--- src/rtl/div_ctrl_pkg.sv ---
// Shared definitions for the EX-stage divider: FSM state encoding and handshake levels.
package div_ctrl_pkg;

    typedef enum logic [1:0] {
        DIV_FREE   = 2'b00,
        DIV_BYZERO = 2'b01,
        DIV_ON     = 2'b10,
        DIV_END    = 2'b11
    } div_state_e;

    localparam logic DIV_RESULT_READY     = 1'b1;
    localparam logic DIV_RESULT_NOT_READY = 1'b0;
    localparam logic DIV_START            = 1'b1;
    localparam logic DIV_STOP             = 1'b0;

endpackage

--- src/rtl/div_ctrl_step.sv ---
// One restoring-division iteration: shift in the next dividend bit, trial-subtract the divisor.
module div_ctrl_step
    import div_ctrl_pkg::*;
#(
    parameter int DATA_W = 32
) (
    input  logic [DATA_W-1:0] rem_i,
    input  logic              shift_in_i,
    input  logic [DATA_W-1:0] divisor_i,
    output logic [DATA_W-1:0] rem_o,
    output logic              quot_bit_o
);

    logic [DATA_W:0] partial;
    logic [DATA_W:0] diff;

    // partial < 2*divisor, so a set msb of the DATA_W+1 bit difference means "divisor did not fit"
    always_comb begin
        partial    = {rem_i, shift_in_i};
        diff       = partial - {1'b0, divisor_i};
        quot_bit_o = ~diff[DATA_W];
        rem_o      = diff[DATA_W] ? partial[DATA_W-1:0] : diff[DATA_W-1:0];
    end

endmodule

--- src/rtl/div_ctrl.sv ---
// Multi-cycle radix-2 restoring divider (DIV/DIVU) with its own sequencing FSM for the EX stage.
module div_ctrl
    import div_ctrl_pkg::*;
#(
    parameter int DATA_W = 32
) (
    input  logic                  clk,
    input  logic                  rst,
    input  logic                  signed_div_i,
    input  logic [DATA_W-1:0]     opdata1_i,
    input  logic [DATA_W-1:0]     opdata2_i,
    input  logic                  start_i,
    input  logic                  annul_i,
    output logic [2*DATA_W-1:0]   result_o,
    output logic                  ready_o
);

    localparam int CNT_W = $clog2(DATA_W) + 1;

    div_state_e          state_q, state_d;
    logic [CNT_W-1:0]    cnt_q, cnt_d;
    logic [DATA_W-1:0]   rem_q, rem_d;
    logic [DATA_W-1:0]   quot_q, quot_d;
    logic [DATA_W-1:0]   divisor_q, divisor_d;
    logic                neg_quot_q, neg_quot_d;
    logic                neg_rem_q, neg_rem_d;
    logic [2*DATA_W-1:0] result_q, result_d;
    logic                ready_q, ready_d;

    logic [DATA_W-1:0]   step_rem;
    logic                step_qbit;

    function automatic logic [DATA_W-1:0] cond_neg(input logic signed [DATA_W-1:0] v,
                                                   input logic neg);
        return neg ? -v : v;
    endfunction

    function automatic logic [DATA_W-1:0] magnitude(input logic signed [DATA_W-1:0] v,
                                                    input logic is_signed);
        return cond_neg(v, is_signed & v[DATA_W-1]);
    endfunction

    div_ctrl_step #(.DATA_W(DATA_W)) u_step (
        .rem_i      (rem_q),
        .shift_in_i (quot_q[DATA_W-1]),
        .divisor_i  (divisor_q),
        .rem_o      (step_rem),
        .quot_bit_o (step_qbit)
    );

    always_comb begin
        state_d    = state_q;
        cnt_d      = cnt_q;
        rem_d      = rem_q;
        quot_d     = quot_q;
        divisor_d  = divisor_q;
        neg_quot_d = neg_quot_q;
        neg_rem_d  = neg_rem_q;
        result_d   = result_q;
        ready_d    = ready_q;

        unique case (state_q)
            DIV_FREE: begin
                if (start_i == DIV_START && !annul_i) begin
                    if (opdata2_i == '0) begin
                        state_d = DIV_BYZERO;
                    end else begin
                        state_d    = DIV_ON;
                        cnt_d      = '0;
                        rem_d      = '0;
                        quot_d     = magnitude(opdata1_i, signed_div_i);
                        divisor_d  = magnitude(opdata2_i, signed_div_i);
                        neg_quot_d = signed_div_i & (opdata1_i[DATA_W-1] ^ opdata2_i[DATA_W-1]);
                        neg_rem_d  = signed_div_i & opdata1_i[DATA_W-1];
                    end
                end
            end
            DIV_BYZERO: begin
                if (annul_i) begin
                    state_d = DIV_FREE;
                end else begin
                    state_d  = DIV_END;
                    result_d = '0;
                    ready_d  = DIV_RESULT_READY;
                end
            end
            DIV_ON: begin
                if (annul_i) begin
                    state_d = DIV_FREE;
                    cnt_d   = '0;
                end else if (cnt_q == CNT_W'(DATA_W)) begin
                    // Magnitudes are done; restore signs (MIN/-1 wraps back to MIN)
                    state_d  = DIV_END;
                    result_d = {cond_neg(rem_q, neg_rem_q), cond_neg(quot_q, neg_quot_q)};
                    ready_d  = DIV_RESULT_READY;
                end else begin
                    rem_d  = step_rem;
                    quot_d = {quot_q[DATA_W-2:0], step_qbit};
                    cnt_d  = cnt_q + 1'b1;
                end
            end
            DIV_END: begin
                if (annul_i || start_i == DIV_STOP) begin
                    state_d  = DIV_FREE;
                    result_d = '0;
                    ready_d  = DIV_RESULT_NOT_READY;
                end
            end
            default: state_d = DIV_FREE;
        endcase
    end

    always_ff @(posedge clk) begin
        if (rst) begin
            state_q    <= DIV_FREE;
            cnt_q      <= '0;
            rem_q      <= '0;
            quot_q     <= '0;
            divisor_q  <= '0;
            neg_quot_q <= 1'b0;
            neg_rem_q  <= 1'b0;
            result_q   <= '0;
            ready_q    <= DIV_RESULT_NOT_READY;
        end else begin
            state_q    <= state_d;
            cnt_q      <= cnt_d;
            rem_q      <= rem_d;
            quot_q     <= quot_d;
            divisor_q  <= divisor_d;
            neg_quot_q <= neg_quot_d;
            neg_rem_q  <= neg_rem_d;
            result_q   <= result_d;
            ready_q    <= ready_d;
        end
    end

    assign result_o = result_q;
    assign ready_o  = ready_q;

endmodule

--- config.mk ---
export PLATFORM = sky130hd
export DESIGN_NAME = div_ctrl
export DESIGN_NICKNAME = d
export VERILOG_FILES = /design/src/rtl/div_ctrl_pkg.sv /design/src/rtl/div_ctrl_step.sv /design/src/rtl/div_ctrl.sv
export SDC_FILE = /design/constraint.sdc
export NUM_CORES = 1
export LEC_CHECK = 0
export ABC_CLOCK_PERIOD_IN_PS = 4250
export CORE_MARGIN = 5
export CORE_UTILIZATION = 46
export DETAILED_ROUTE_END_ITERATION = 8
export PLACE_DENSITY = 0.68
export SLEW_MARGIN = 0
export SYNTH_ARGS = -nofsm -noshare
export SYNTH_HDL_FRONTEND = slang
export SYNTH_SLANG_ARGS = --single-unit
--- constraint.sdc ---
create_clock -name clk -period 4.25 [get_ports clk]
set_input_delay 0.6375 -clock clk [delete_from_list [all_inputs] [get_ports clk]]
set_output_delay 0.6375 -clock clk [all_outputs]
set_load 0.03 [all_outputs]
After elaboration in Yosys (flattened, before gate mapping)
Index checks and enable logic that the tools add are counted.
Word-level totals
  input bits: 69
  bits in registers: 171
  output and inout bits: 65
  logic and storage cells: 84
Cells by class
  add/sub/neg operators: 6
  bitwise logic cells: 7
  equality and inequality tests: 13
  reduce and logical (&&, ||, !) cells: 12
  multiplexer cells: 37
Operator list (number)
  $mux 32: 13
  $mux 64: 4
  $pmux 64 s3: 1
  $neg 32->32: 4
  $pmux 32 s2: 2
  $sub 33x32->33: 1
  $logic_not 32->1: 1
  $mux 6: 4
  $ne 2x2->1 const B: 7
  $mux 2: 6
  $pmux 6 s2: 1
  $reduce_and 5->1: 2
  $pmux 2 s4: 1
  $add 6x1->6 const B: 1
  $eq 6x6->1 const B: 1
  $ne 3x3->1 const B: 2
  $reduce_and 3->1: 2
  $eq 2x2->1 const B: 2
  $mux 1: 4
  $reduce_and 4->1: 1
  $and 1x1->1: 3
  $not 1->1: 3
  $pmux 1 s3: 1
  $reduce_bool 3->1: 1
  other kinds (7): 7

Logic depth before layout (Yosys ltp)
Gate-level depths: netlist (run 1).
  word-level depth: 5
  depth in mapped cells: 14
  mapped depth without buffers: 13

Hierarchy
A second synthesis (run 1) with hierarchy kept.
Second synthesis, totals
  cell total of the unflattened synthesis: 1464
  area total of the unflattened synthesis: 12136.6 µm²
By module, submodules not included
  div_ctrl: cells each 1159, seq. area each 3423.3 µm², times used 1, area each 9778.1 µm²
  div_ctrl_step: cells each 305, seq. area each 0.0 µm², times used 1, area each 2358.5 µm²

Worst setup path before layout (run 1)
No wires, ideal clock.
  path kind: reg2reg
  start: register quot_q[31]
  end: register rem_q[11]
  arrival time: 3057 ps
  slack: 1131 ps
  library setup time: 62 ps
  cell stages (with the launch flop): 15
  path buffers: 1
  cell sequence: dfxtp_1 > inv_1 > ha_1 > fa_1 > nand2b_1 > a21o_1 > nand3b_1 > a21oi_1 > o21a_1 > nor4_1 > o221a_2 > xor2_1 > clkbuf_1 > nand3_1 > nand3_1
On the way
  longest elaborated chain between the ends: 5
Ends and longest elaborated chain
  start: declaration: RTL line div_ctrl.sv:23  | logic [DATA_W-1:0] quot_q, quot_d;
  start signal: assignment: RTL line div_ctrl.sv:128  | quot_q <= quot_d;
  $sub 33x32->33: RTL line div_ctrl_step.sv:20  | diff = partial - {1'b0, divisor_i};
  $mux 32: RTL line div_ctrl_step.sv:22  | rem_o = diff[DATA_W] ? partial[DATA_W-1:0] : diff[DATA_W-1:0];
  $mux 32: RTL line div_ctrl.sv:91  | end else if (cnt_q == CNT_W'(DATA_W)) begin
  $mux 32: RTL line div_ctrl.sv:88  | if (annul_i) begin
  $pmux 32 s2: RTL line div_ctrl.sv:62  | unique case (state_q)
  end signal: assignment: RTL line div_ctrl.sv:127  | rem_q <= rem_d;
  end: declaration: RTL line div_ctrl.sv:22  | logic [DATA_W-1:0] rem_q, rem_d;
No other way between the ends. The select of a mux whose other input is x is not followed.
A chain may end at the register's enable or synchronous reset.

Worst setup path after layout (run 1)
  start: register rem_q[0]
  end: register rem_q[1]
On the way
  longest elaborated chain between the ends: 5
Ends and longest elaborated chain (RTL line)
  $sub 33x32->33: div_ctrl_step.sv:20
  $mux 32 (*): div_ctrl_step.sv:22
  $mux 32 (*): div_ctrl.sv:91
  $mux 32 (*): div_ctrl.sv:88
  $pmux 32 s2 (*): div_ctrl.sv:62
Every way passes the cells marked *; elsewhere a longest branch is shown, timed or not. The select of a mux whose other input is x is not followed.

==> results of run 1 <==
## Yosys cell counts, types with 4 or more instances
master	number
nand2_1	192
dfxtp_1	171
nor2_1	139
xnor2_1	99
nand3_1	96
a21oi_1	93
clkbuf_1	76
o21ai_0	75
inv_1	52
xor2_1	46
ha_1	42
a22oi_1	39
a211oi_1	38
nor3_1	23
o31ai_1	22
o41ai_1	22
nand2b_1	17
a22o_1	14
or4_1	14
a21o_1	13
o211ai_1	13
a31oi_1	11
nor4_1	10
a32oi_1	8
nand4_1	8
or3_1	7
o21a_1	6
and2_1	5
and3_1	5
nand3b_1	5
or4_4	5
buf_6	4
nor2b_1	4
o311ai_0	4
## per-layer routing
layer	GRT usage	vias to the layer above	part of all wire
met2	0.341	307	0.43
met4	0.0628	0	0.019
li1	-	5325	-
met1	0.330	4796	0.49
met5	0	-	0
met3	0.0422	37	0.066
## worst paths after layout
kind / slack, ps / start / endpoint
setup / recovery: 630 / rem_q[0] / rem_q[1]
hold / removal: 460 / result_o[1] / result_o[1]
setup reg to reg: 630 / rem_q[0] / rem_q[1]
hold reg to reg: 460 / result_o[1] / result_o[1]
## worst register-to-register path, cell delays in order (launching register included)
cell	delay, ps
dfxtp_1	440
inv_1	150
fa_1	450
nand2b_1	200
a21o_1	190
nand3b_1	120
a21oi_1	90
o21a_1	230
nor4_1	420
o221a_2	360
xnor2_2	310
buf_4	350
nand3_1	100
o311ai_0	130
## area by class of cell
| class | instances | area [um^2] | area share |
|---|---|---|---|
| clock inverter | 12 | 114 | 0.00863 |
| inverter | 52 | 195 | 0.0148 |
| multi-input combinational | 1124 | 7040 | 0.534 |
| clock buffer | 20 | 457 | 0.0346 |
| tap | 319 | 399 | 0.0303 |
| timing repair buffer | 162 | 1560 | 0.118 |
| sequential | 171 | 3420 | 0.260 |
## logic make-up (layout without fill, tap and decap cells)
kind of cell | after synthesis | in the layout | share of synthesized area
AOI/OAI and AO/OA | 384 | 384 | 0.235
buffers and inverters | 139 | 246 | 0.0511
and+or+nand+nor | 548 | 548 | 0.233
adders and majority gates | 43 | 43 | 0.0496
xor gates and xnor gates | 146 | 146 | 0.117
DFF | 171 | 171 | 0.312
muxes | 3 | 3 | 0.00273
## sequential cells by signal, indices dropped and copies added (netlist names)
| register | cells |
|---|---|
| result_o | 64 |
| divisor_q | 32 |
| neg_rem_q | 1 |
| rem_q | 32 |
| cnt_q | 6 |
| neg_quot_q | 1 |
| quot_q | 32 |
| ready_o | 1 |
| state_q | 2 |
## report_power, final
| part | total [mW] | internal (mW) | switching [mW] |
|---|---|---|---|
| clock network | 1.53 | 0.846 | 0.686 |
| registers | 1.97 | 1.77 | 0.196 |
| logic | 2.47 | 0.908 | 1.56 |
| total | 5.97 | 3.52 | 2.44 |
## stage by stage
| step | setup WS, ps | power [mW] | utilization | instance area (um^2) |
|---|---|---|---|---|
| 2_1_floorplan | 1130 | 3.72 | - | 11000 |
| 3_3_place_gp | 356 | 4.42 | 0.537 | 12600 |
| 3_5_place_dp | 296 | 4.44 | 0.537 | 12600 |
| 4_1_cts | 653 | 5.96 | 0.562 | 13200 |
| 5_1_grt | 416 | 6.36 | 0.562 | 13200 |
| 6_report | 631 | 5.97 | 0.562 | 13200 |
==> results.tsv, run 1 <==
metric	value	unit
dr.pass1.iters	4	
ys_seq_elements	171	
diodes	0	
io_pins	134	
port-buffer-count	133	
antenna_found_initial	0	
place_congestion	0.892	
leakagePower	4.97	nW
die_w	165	um
fin_setup_tns	0	ps
syn-mean-instance-area	7.66	um^2
nNetsFinal	1640	
clock_path_buffers	2	
num_rows	56	
yosysSeqAreaShare	0.312	
drt_iter0_markers	818	
postCtsSetupBuffers	0	
ctsResizeCount	0	
async_flop_share	0	
dpl.cell_count	1828	
cts_tree	done	
critPathRequiredTime	4570	ps
max_stage_delay	450	ps
status	complete, no violations	
crit_family	compound AO/OA/AOI/OAI gates	
crit_arrival	3940	ps
worstHoldPathType	reg2reg	
layout_commonest_cell	nand2_1	
finalSetupViolCount	0	
synthCells	1434	
viasPerCell	5.63	
fillers	2221	
syn-cell-area	11000	um^2
wire_per_inst	16.5	um
yosys.area.top_type_share	0.312	
dp_hpwl	23.5	mm
r2r_cells	13	
slew_headroom	0.227	
root_buffer	clkbuf_16	
synth_flop_cell	dfxtp_1	
grt_pass1_vias	9742	
cts_buffers	17	
cp_max_fo	17	
synth_cell_type_count	69	
synthTopCellsByArea	dfxtp_1 (31%), xnor2_1 (7.9%), nand2_1 (6.6%)	
vias	10500	
hold_depth	2	
post-route-period-util	0.852	
overflow	0	
grt_pass1_wl	50.1	mm
hold_viol	0	
rsz0062_at_grt	no	
grt_util_all_layers	0.226	
fin_skew	12.9	ps
tightest_slew	1160	ps
crit_path_end_kind	flop	
drtAntennaViolNets	0	
synth_nets	1546	
max-cap-violations	0	
critPathKind	reg2reg	
holdBufCountCts	0	
drc	0	
power_density	452	nW/um^2
hold_slack	455	ps
layoutNonFillerInstCount	1860	
slowest_stage	fa_1	
slew_violations	0	
fmax	0.276	GHz
coreArea	23500	um^2
ir_worst_vdd	261	uV
die_area	27100	um^2
clock_sinks	171	
drt-total-wl	30.7	mm
grt_max_degree	89	
min_period	3620	ps
yosysWarnings	0	
syn2layout_area_growth	20.0	%
worstSetupPathDepth	13	
netlist.top_cell.by_area	dfxtp_1	
h-tree-depth	4	
startpoint_type	flop	
die_h	165	um
clkTransAtPathRegs	70	ps
crit_chain	inv_1, fa_1, nand2b_1, a21o_1, nand3b_1, a21oi_1, o21a_1, nor4_1, o221a_2, xnor2_2, buf_4, nand3_1, o311ai_0	
clk_latency	430	ps
final_cell_mix	nand2_1 (192), dfxtp_1 (171), nor2_1 (136)	
drive_gt1_frac	0.0597	
synth_edf_count	0	
initial_core_util	0.468	
path_buf_inv	2	
No activity file was read; power rests on OpenSTA's default activity.
==> inputs of run 2 (changes only) <==
--- a/config.mk
+++ b/config.mk
@@ -10,6 +10,7 @@
 export CORE_UTILIZATION = 46
 export DETAILED_ROUTE_END_ITERATION = 8
 export PLACE_DENSITY = 0.68
+export SKIP_LAST_GASP = 1
 export SLEW_MARGIN = 0
 export SYNTH_ARGS = -nofsm -noshare
 export SYNTH_HDL_FRONTEND = slang
==> results of run 2 <==
No change in the layout: final DEF, timing and power equal those of run 1.
